[src/rtl/bias_add_11_pkg.sv]
// Shared sizing constants and state encoding for the layer-11 bias stage.
package bias_add_11_pkg;

   localparam int KERN_S_K_11 = 4;
   localparam int COEFF_WIDTH = 16;
   localparam int ACC_WIDTH   = 32;

   typedef enum logic [0:0] {
      ST_LOAD = 1'b0,
      ST_RUN  = 1'b1
   } state_e;

   // Counter width for a modulo-n counter, never narrower than one bit.
   function automatic int cnt_width(input int n);
      return (n > 1) ? $clog2(n) : 1;
   endfunction

endpackage

[src/rtl/sat_add.sv]
// Combinational signed adder: sign-extended bias plus accumulator, clamped to ACC_W.
module sat_add #(
   parameter int ACC_W   = 32,
   parameter int COEFF_W = 16
) (
   input  logic [ACC_W-1:0]   acc_i,
   input  logic [COEFF_W-1:0] bias_i,
   output logic [ACC_W-1:0]   sum_o
);

   logic [ACC_W:0] wide_s;

   // One guard bit is enough: disagreement between the top two bits means overflow.
   always_comb begin
      wide_s = {acc_i[ACC_W-1], acc_i} + {{(ACC_W + 1 - COEFF_W){bias_i[COEFF_W-1]}}, bias_i};
      if (wide_s[ACC_W] != wide_s[ACC_W-1]) begin
         sum_o = wide_s[ACC_W] ? {1'b1, {(ACC_W - 1){1'b0}}} : {1'b0, {(ACC_W - 1){1'b1}}};
      end else begin
         sum_o = wide_s[ACC_W-1:0];
      end
   end

endmodule

[src/rtl/bias_add_11.sv]
// Layer-11 bias stage: loads N_CH biases per frame, then adds them channel-wise to the accumulator stream.
module bias_add_11
   import bias_add_11_pkg::*;
#(
   parameter int N_CH    = KERN_S_K_11,
   parameter int N_PIX   = 64,
   parameter int COEFF_W = COEFF_WIDTH,
   parameter int ACC_W   = ACC_WIDTH
) (
   input  logic               ap_clk,
   input  logic               ap_rst,
   input  logic [COEFF_W-1:0] bias_V_dout,
   input  logic               bias_V_empty_n,
   output logic               bias_V_read,
   input  logic [ACC_W-1:0]   acc_V_dout,
   input  logic               acc_V_empty_n,
   output logic               acc_V_read,
   output logic [ACC_W-1:0]   output_V_din,
   input  logic               output_V_full_n,
   output logic               output_V_write,
   output logic               frame_done
);

   localparam int CH_W  = cnt_width(N_CH);
   localparam int PIX_W = cnt_width(N_PIX);
   localparam logic [CH_W-1:0]  CH_LAST  = CH_W'(N_CH - 1);
   localparam logic [PIX_W-1:0] PIX_LAST = PIX_W'(N_PIX - 1);

   state_e             state_q, state_d;
   logic [CH_W-1:0]    ld_cnt_q, ld_cnt_d;
   logic [CH_W-1:0]    ch_q, ch_d;
   logic [PIX_W-1:0]   pix_q, pix_d;
   logic [COEFF_W-1:0] bias_mem_q [N_CH];
   logic [COEFF_W-1:0] bias_mem_d [N_CH];
   logic [ACC_W-1:0]   out_q, out_d;
   logic               out_vld_q, out_vld_d;
   logic               last_q, last_d;

   logic               bias_rd_s;
   logic               acc_rd_s;
   logic               accept_s;
   logic [COEFF_W-1:0] bias_sel_s;
   logic [ACC_W-1:0]   sum_s;

   assign bias_sel_s = bias_mem_q[ch_q];

   sat_add #(
      .ACC_W   (ACC_W),
      .COEFF_W (COEFF_W)
   ) u_sat_add (
      .acc_i  (acc_V_dout),
      .bias_i (bias_sel_s),
      .sum_o  (sum_s)
   );

   always_comb begin
      state_d    = state_q;
      ld_cnt_d   = ld_cnt_q;
      ch_d       = ch_q;
      pix_d      = pix_q;
      bias_mem_d = bias_mem_q;
      out_d      = out_q;
      out_vld_d  = out_vld_q;
      last_d     = last_q;
      bias_rd_s  = 1'b0;
      acc_rd_s   = 1'b0;
      accept_s   = out_vld_q & output_V_full_n;

      if (accept_s) begin
         out_vld_d = 1'b0;
         last_d    = 1'b0;
      end else begin
         out_vld_d = out_vld_q;
         last_d    = last_q;
      end

      case (state_q)
         ST_LOAD: begin
            bias_rd_s = bias_V_empty_n;
            if (bias_rd_s) begin
               bias_mem_d[ld_cnt_q] = bias_V_dout;
               if (ld_cnt_q == CH_LAST) begin
                  ld_cnt_d = {CH_W{1'b0}};
                  state_d  = ST_RUN;
               end else begin
                  ld_cnt_d = ld_cnt_q + CH_W'(1);
               end
            end else begin
               ld_cnt_d = ld_cnt_q;
            end
         end
         ST_RUN: begin
            // A load may coincide with draining the previous word; the load wins.
            acc_rd_s = acc_V_empty_n & (~out_vld_q | output_V_full_n);
            if (acc_rd_s) begin
               out_d     = sum_s;
               out_vld_d = 1'b1;
               last_d    = (ch_q == CH_LAST) && (pix_q == PIX_LAST);
               if (ch_q == CH_LAST) begin
                  ch_d = {CH_W{1'b0}};
                  if (pix_q == PIX_LAST) begin
                     pix_d   = {PIX_W{1'b0}};
                     state_d = ST_LOAD;
                  end else begin
                     pix_d = pix_q + PIX_W'(1);
                  end
               end else begin
                  ch_d = ch_q + CH_W'(1);
               end
            end else begin
               ch_d = ch_q;
            end
         end
         default: begin
            state_d = ST_LOAD;
         end
      endcase
   end

   always_ff @(posedge ap_clk or posedge ap_rst) begin
      if (ap_rst) begin
         state_q   <= ST_LOAD;
         ld_cnt_q  <= {CH_W{1'b0}};
         ch_q      <= {CH_W{1'b0}};
         pix_q     <= {PIX_W{1'b0}};
         out_q     <= {ACC_W{1'b0}};
         out_vld_q <= 1'b0;
         last_q    <= 1'b0;
         for (int i = 0; i < N_CH; i++) begin
            bias_mem_q[i] <= {COEFF_W{1'b0}};
         end
      end else begin
         state_q    <= state_d;
         ld_cnt_q   <= ld_cnt_d;
         ch_q       <= ch_d;
         pix_q      <= pix_d;
         out_q      <= out_d;
         out_vld_q  <= out_vld_d;
         last_q     <= last_d;
         bias_mem_q <= bias_mem_d;
      end
   end

   assign bias_V_read    = bias_rd_s;
   assign acc_V_read     = acc_rd_s;
   assign output_V_din   = out_q;
   assign output_V_write = out_vld_q;
   assign frame_done     = accept_s & last_q;

endmodule

[config.mk]
export PLATFORM = sky130hd
export DESIGN_NAME = bias_add_11
export DESIGN_NICKNAME = d
export VERILOG_FILES = /design/src/rtl/bias_add_11_pkg.sv /design/src/rtl/sat_add.sv /design/src/rtl/bias_add_11.sv
export SDC_FILE = /design/constraint.sdc
export NUM_CORES = 1
export LEC_CHECK = 0
export BUFFER_PORTS_ARGS = -buffer_cell sky130_fd_sc_hd__buf_2
export CORE_MARGIN = 5
export CORE_UTILIZATION = 50
export CTS_BUF_LIST = sky130_fd_sc_hd__clkbuf_8
export DETAILED_ROUTE_END_ITERATION = 6
export PLACE_DENSITY = 0.76
export SYNTH_ARGS = -nofsm -noshare
export SYNTH_HDL_FRONTEND = slang
export SYNTH_SLANG_ARGS = --single-unit
[constraint.sdc]
create_clock -name ap_clk -period 5.4 [get_ports ap_clk]
set_input_delay 0.27 -clock ap_clk [delete_from_list [all_inputs] [get_ports ap_clk]]
set_output_delay 0.27 -clock ap_clk [all_outputs]
set_load 0.02 [all_outputs]
==> impl_metrics.json <==
{
  "clock_skew_ns": 0.01948,
  "grt_antenna_before_repair": 0,
  "hold_path_end": "bias_mem_q[18]$_DFFE_PP0P_",
  "tritoncts.num_buffers": 9,
  "grt_pass1_wl_um": 26330,
  "synth_top_area_share_pct": 41.02,
  "cp_max_fo": 17,
  "rsz0062_at_grt": "no",
  "relSlewSlack_pct": 36.00,
  "die_w_um": 125.3,
  "syn_to_final_growth_pct": 11.85,
  "initialDrtViolationCount": 211,
  "reg2reg_slack_ns": 1.06,
  "ios": 89,
  "antenna_cells": 0,
  "rr_endpoint": "output_V_din[30]$_DFFE_PP0P_",
  "synth_area_leaders": "dfrtp_1 41%, mux2_2 11%, ha_1 7.1%, mux4_2 5.4%, nand2_1 3.7%",
  "worstPathRequired_ns": 5.68,
  "vias": 4965,
  "maxCapViolations": 0,
  "status": "finished clean",
  "postSynthCellCount": 611,
  "port_buffers": 88,
  "synthesis.area_mm2": 0.006650,
  "fin_setup_tns_ns": 0,
  "nNetsFinal": 785,
  "grtUsageTotal_pct": 20.59,
  "clkTransAtPathRegs_ns": 0.11,
  "drv_slew": 0,
  "timing.rr.start": "ch_q[0]$_DFFE_PP0P_",
  "clockBufferDepth": 2,
  "synth.avg_cell_area_um2": 10.88,
  "fin_crit_sh_pct": 80.41,
  "ys.warnings.count": 0,
  "routed_wl_um": 15460,
  "endpoint_kind": "flip-flop",
  "synth_edf_count": 0,
  "core_mm2": 0.01314,
  "finish.instance_area_mm2": 0.007438,
  "cts_max_level": 3,
  "syn_nets": 703,
  "grt_pass1_vias": 5203,
  "cts_root_buffer": "clkbuf_8",
  "drc": 0,
  "yosysTopAreaCell": "dfrtp_1",
  "postRouteAntennaNets": 0,
  "max_freq_ghz": 0.2303,
  "ys_seq_elements": 109,
  "place.gp.congestion": 0.8730,
  "grt_max_degree": 76,
  "synth_compound_area_share_pct": 15.41,
  "avgViaCountPerCell": 5.687,
  "dieHeight_um": 125.3,
  "hp-class": "primary input to flip-flop",
  "hp-start": "bias_V_dout[2]",
  "critPathKind": "flip-flop to flip-flop",
  "hold_viol_final": 0,
  "hpwl_um": 11720,
  "num_rows": 42,
  "layout_common_cells": "109 x dfrtp_1, 88 x buf_2, 66 x nand2_1",
  "min_path_cells": 2,
  "clock-sinks": 109,
  "placedInstanceArea_mm2": 0.007236,
  "start_util_pct": 50.62,
  "worstSkewPairLatency_ns": 0.39,
  "wl_per_cell_um": 17.71,
  "cp-start-kind": "flip-flop",
  "ys.flop_type": "dfrtp_1",
  "crit_arrival_ns": 4.62,
  "cts_tree": "built",
  "yosysSeqAreaShare_pct": 41.02,
  "min_period_ns": 4.342,
  "final_common_cell": "dfrtp_1",
  "worst_pin_slew_ns": 0.9600,
  "synth-simple-area-share_pct": 9.765,
  "setup_viol": 0,
  "synth.distinct_cells": 66,
  "synthArstFlopShare_pct": 100.0,
  "synth-adder-area-share_pct": 10.67,
  "die-area_mm2": 0.01571,
  "synth_top_family_by_area": "multiplexers",
  "overflow": 0,
  "reg2regPathDepth": 12,
  "ctsResizeCount": 0,
  "firstDrtPassIters": 4,
  "synthMuxAreaShare_pct": 16.73,
  "synthXorXnorAreaFrac_pct": 3.650,
  "drive_gt1_share_pct": 32.28
}
[critical path, cell delays in order (launching register included)]
cell and delay [ns]:
dfrtp_1 0.55, buf_4 0.26, mux4_2 0.74, ha_1 0.50, nand2_1 0.09, o21ai_0 0.49
a211oi_2 0.17, o21a_1 0.15, o21ai_2 0.16, a21oi_4 0.10, xnor2_2 0.56, a21oi_1 0.15
o41ai_1 0.33
[through the flow]
| stage | util [%] | setup WS (ns) | cells | hold WS (ns) |
|---|---|---|---|---|
| after floorplan | - | 0.9124 | 611 | 0.4206 |
| after global placement | 55.08 | 1.146 | 857 | 0.2937 |
| after detailed placement | 55.08 | 1.129 | 857 | 0.3118 |
| after CTS | 56.62 | 1.096 | 873 | 0.1333 |
| after global routing | 56.62 | 0.6906 | 873 | 0.1446 |
| final | 56.62 | 1.058 | 873 | 0.1465 |
[logic make-up (layout without fill, tap and decap cells)]
group                      Yosys count  count (layout)
buffers and inverters               39             125
muxes                               83              83
xor gates and xnor gates            26              26
DFF                                109             109
adders and majority gates           59              59
AOI/OAI and AO/OA                  157             157
and+or+nand+nor                    138             138
[state kept, by name (all words and copies together), names as in the netlist]
signal          flops
output_V_write      1
bias_mem_q         64
last_q              1
ch_q                2
pix_q               6
output_V_din       32
state_q             1
ld_cnt_q            2
[final cells by class]
class | instances | area [µm²]
well taps | 176 | 220.2
clock buffers | 9 | 123.9
flip-flops and latches | 109 | 2728
multi-input cells | 463 | 3744
inverters | 15 | 58.81
clock inverters | 6 | 68.82
repair buffers | 95 | 495.5
fillers | 1160 | 5699
[worst max path at each step]
| stage | startpoint | slack (ns) | end | cells past startpoint |
|---|---|---|---|---|
| 3_5_place_dp | ch_q[0]$_DFFE_PP0P_ | 1.13 | output_V_din[28]$_DFFE_PP0P_ | 12 |
| 3_3_place_gp | ch_q[0]$_DFFE_PP0P_ | 1.15 | output_V_din[30]$_DFFE_PP0P_ | 12 |
| 6_report | ch_q[0]$_DFFE_PP0P_ | 1.06 | output_V_din[30]$_DFFE_PP0P_ | 12 |
| 5_1_grt | ch_q[0]$_DFFE_PP0P_ | 0.69 | output_V_din[30]$_DFFE_PP0P_ | 12 |
| 2_1_floorplan | ch_q[0]$_DFFE_PP0P_ | 0.91 | output_V_din[5]$_DFFE_PP0P_ | 15 |
| 4_1_cts | ch_q[0]$_DFFE_PP0P_ | 1.10 | output_V_din[30]$_DFFE_PP0P_ | 12 |
[metal layers]
metal  global-route usage (%)  wire (µm)
met5                        0          0
met4                    7.143        308
met3                    3.881        665
met2                    34.77       7621
met1                    26.69       6865
[cells in the mapped netlist (3+ instances only)]
cell type and instances:
a211oi_1 5, a21o_1 12, a21oi_1 36, a31oi_1 4, and3_1 4, buf_6 4
clkbuf_1 17, dfrtp_1 109, ha_1 38, inv_1 15, maj3_1 9, maj3_2 11
mux2_2 65, mux4_2 16, nand2_1 66, nand2b_1 10, nand3_1 15, nor2_1 17
nor3_1 8, o211ai_1 3, o21ai_0 48, o21ai_1 11, o21bai_1 4, o31ai_1 6
or3_1 3, xnor2_1 13, xor2_1 11
[repair_timing]
item	4_1_cts	5_1_grt
buffers inserted	0	0
hold endpoints to repair	34	0
hold buffers	1	0
Power is left out: the tool's default activity adds up to more than one toggle a clock period on the data nets, which glitch-free logic cannot reach.
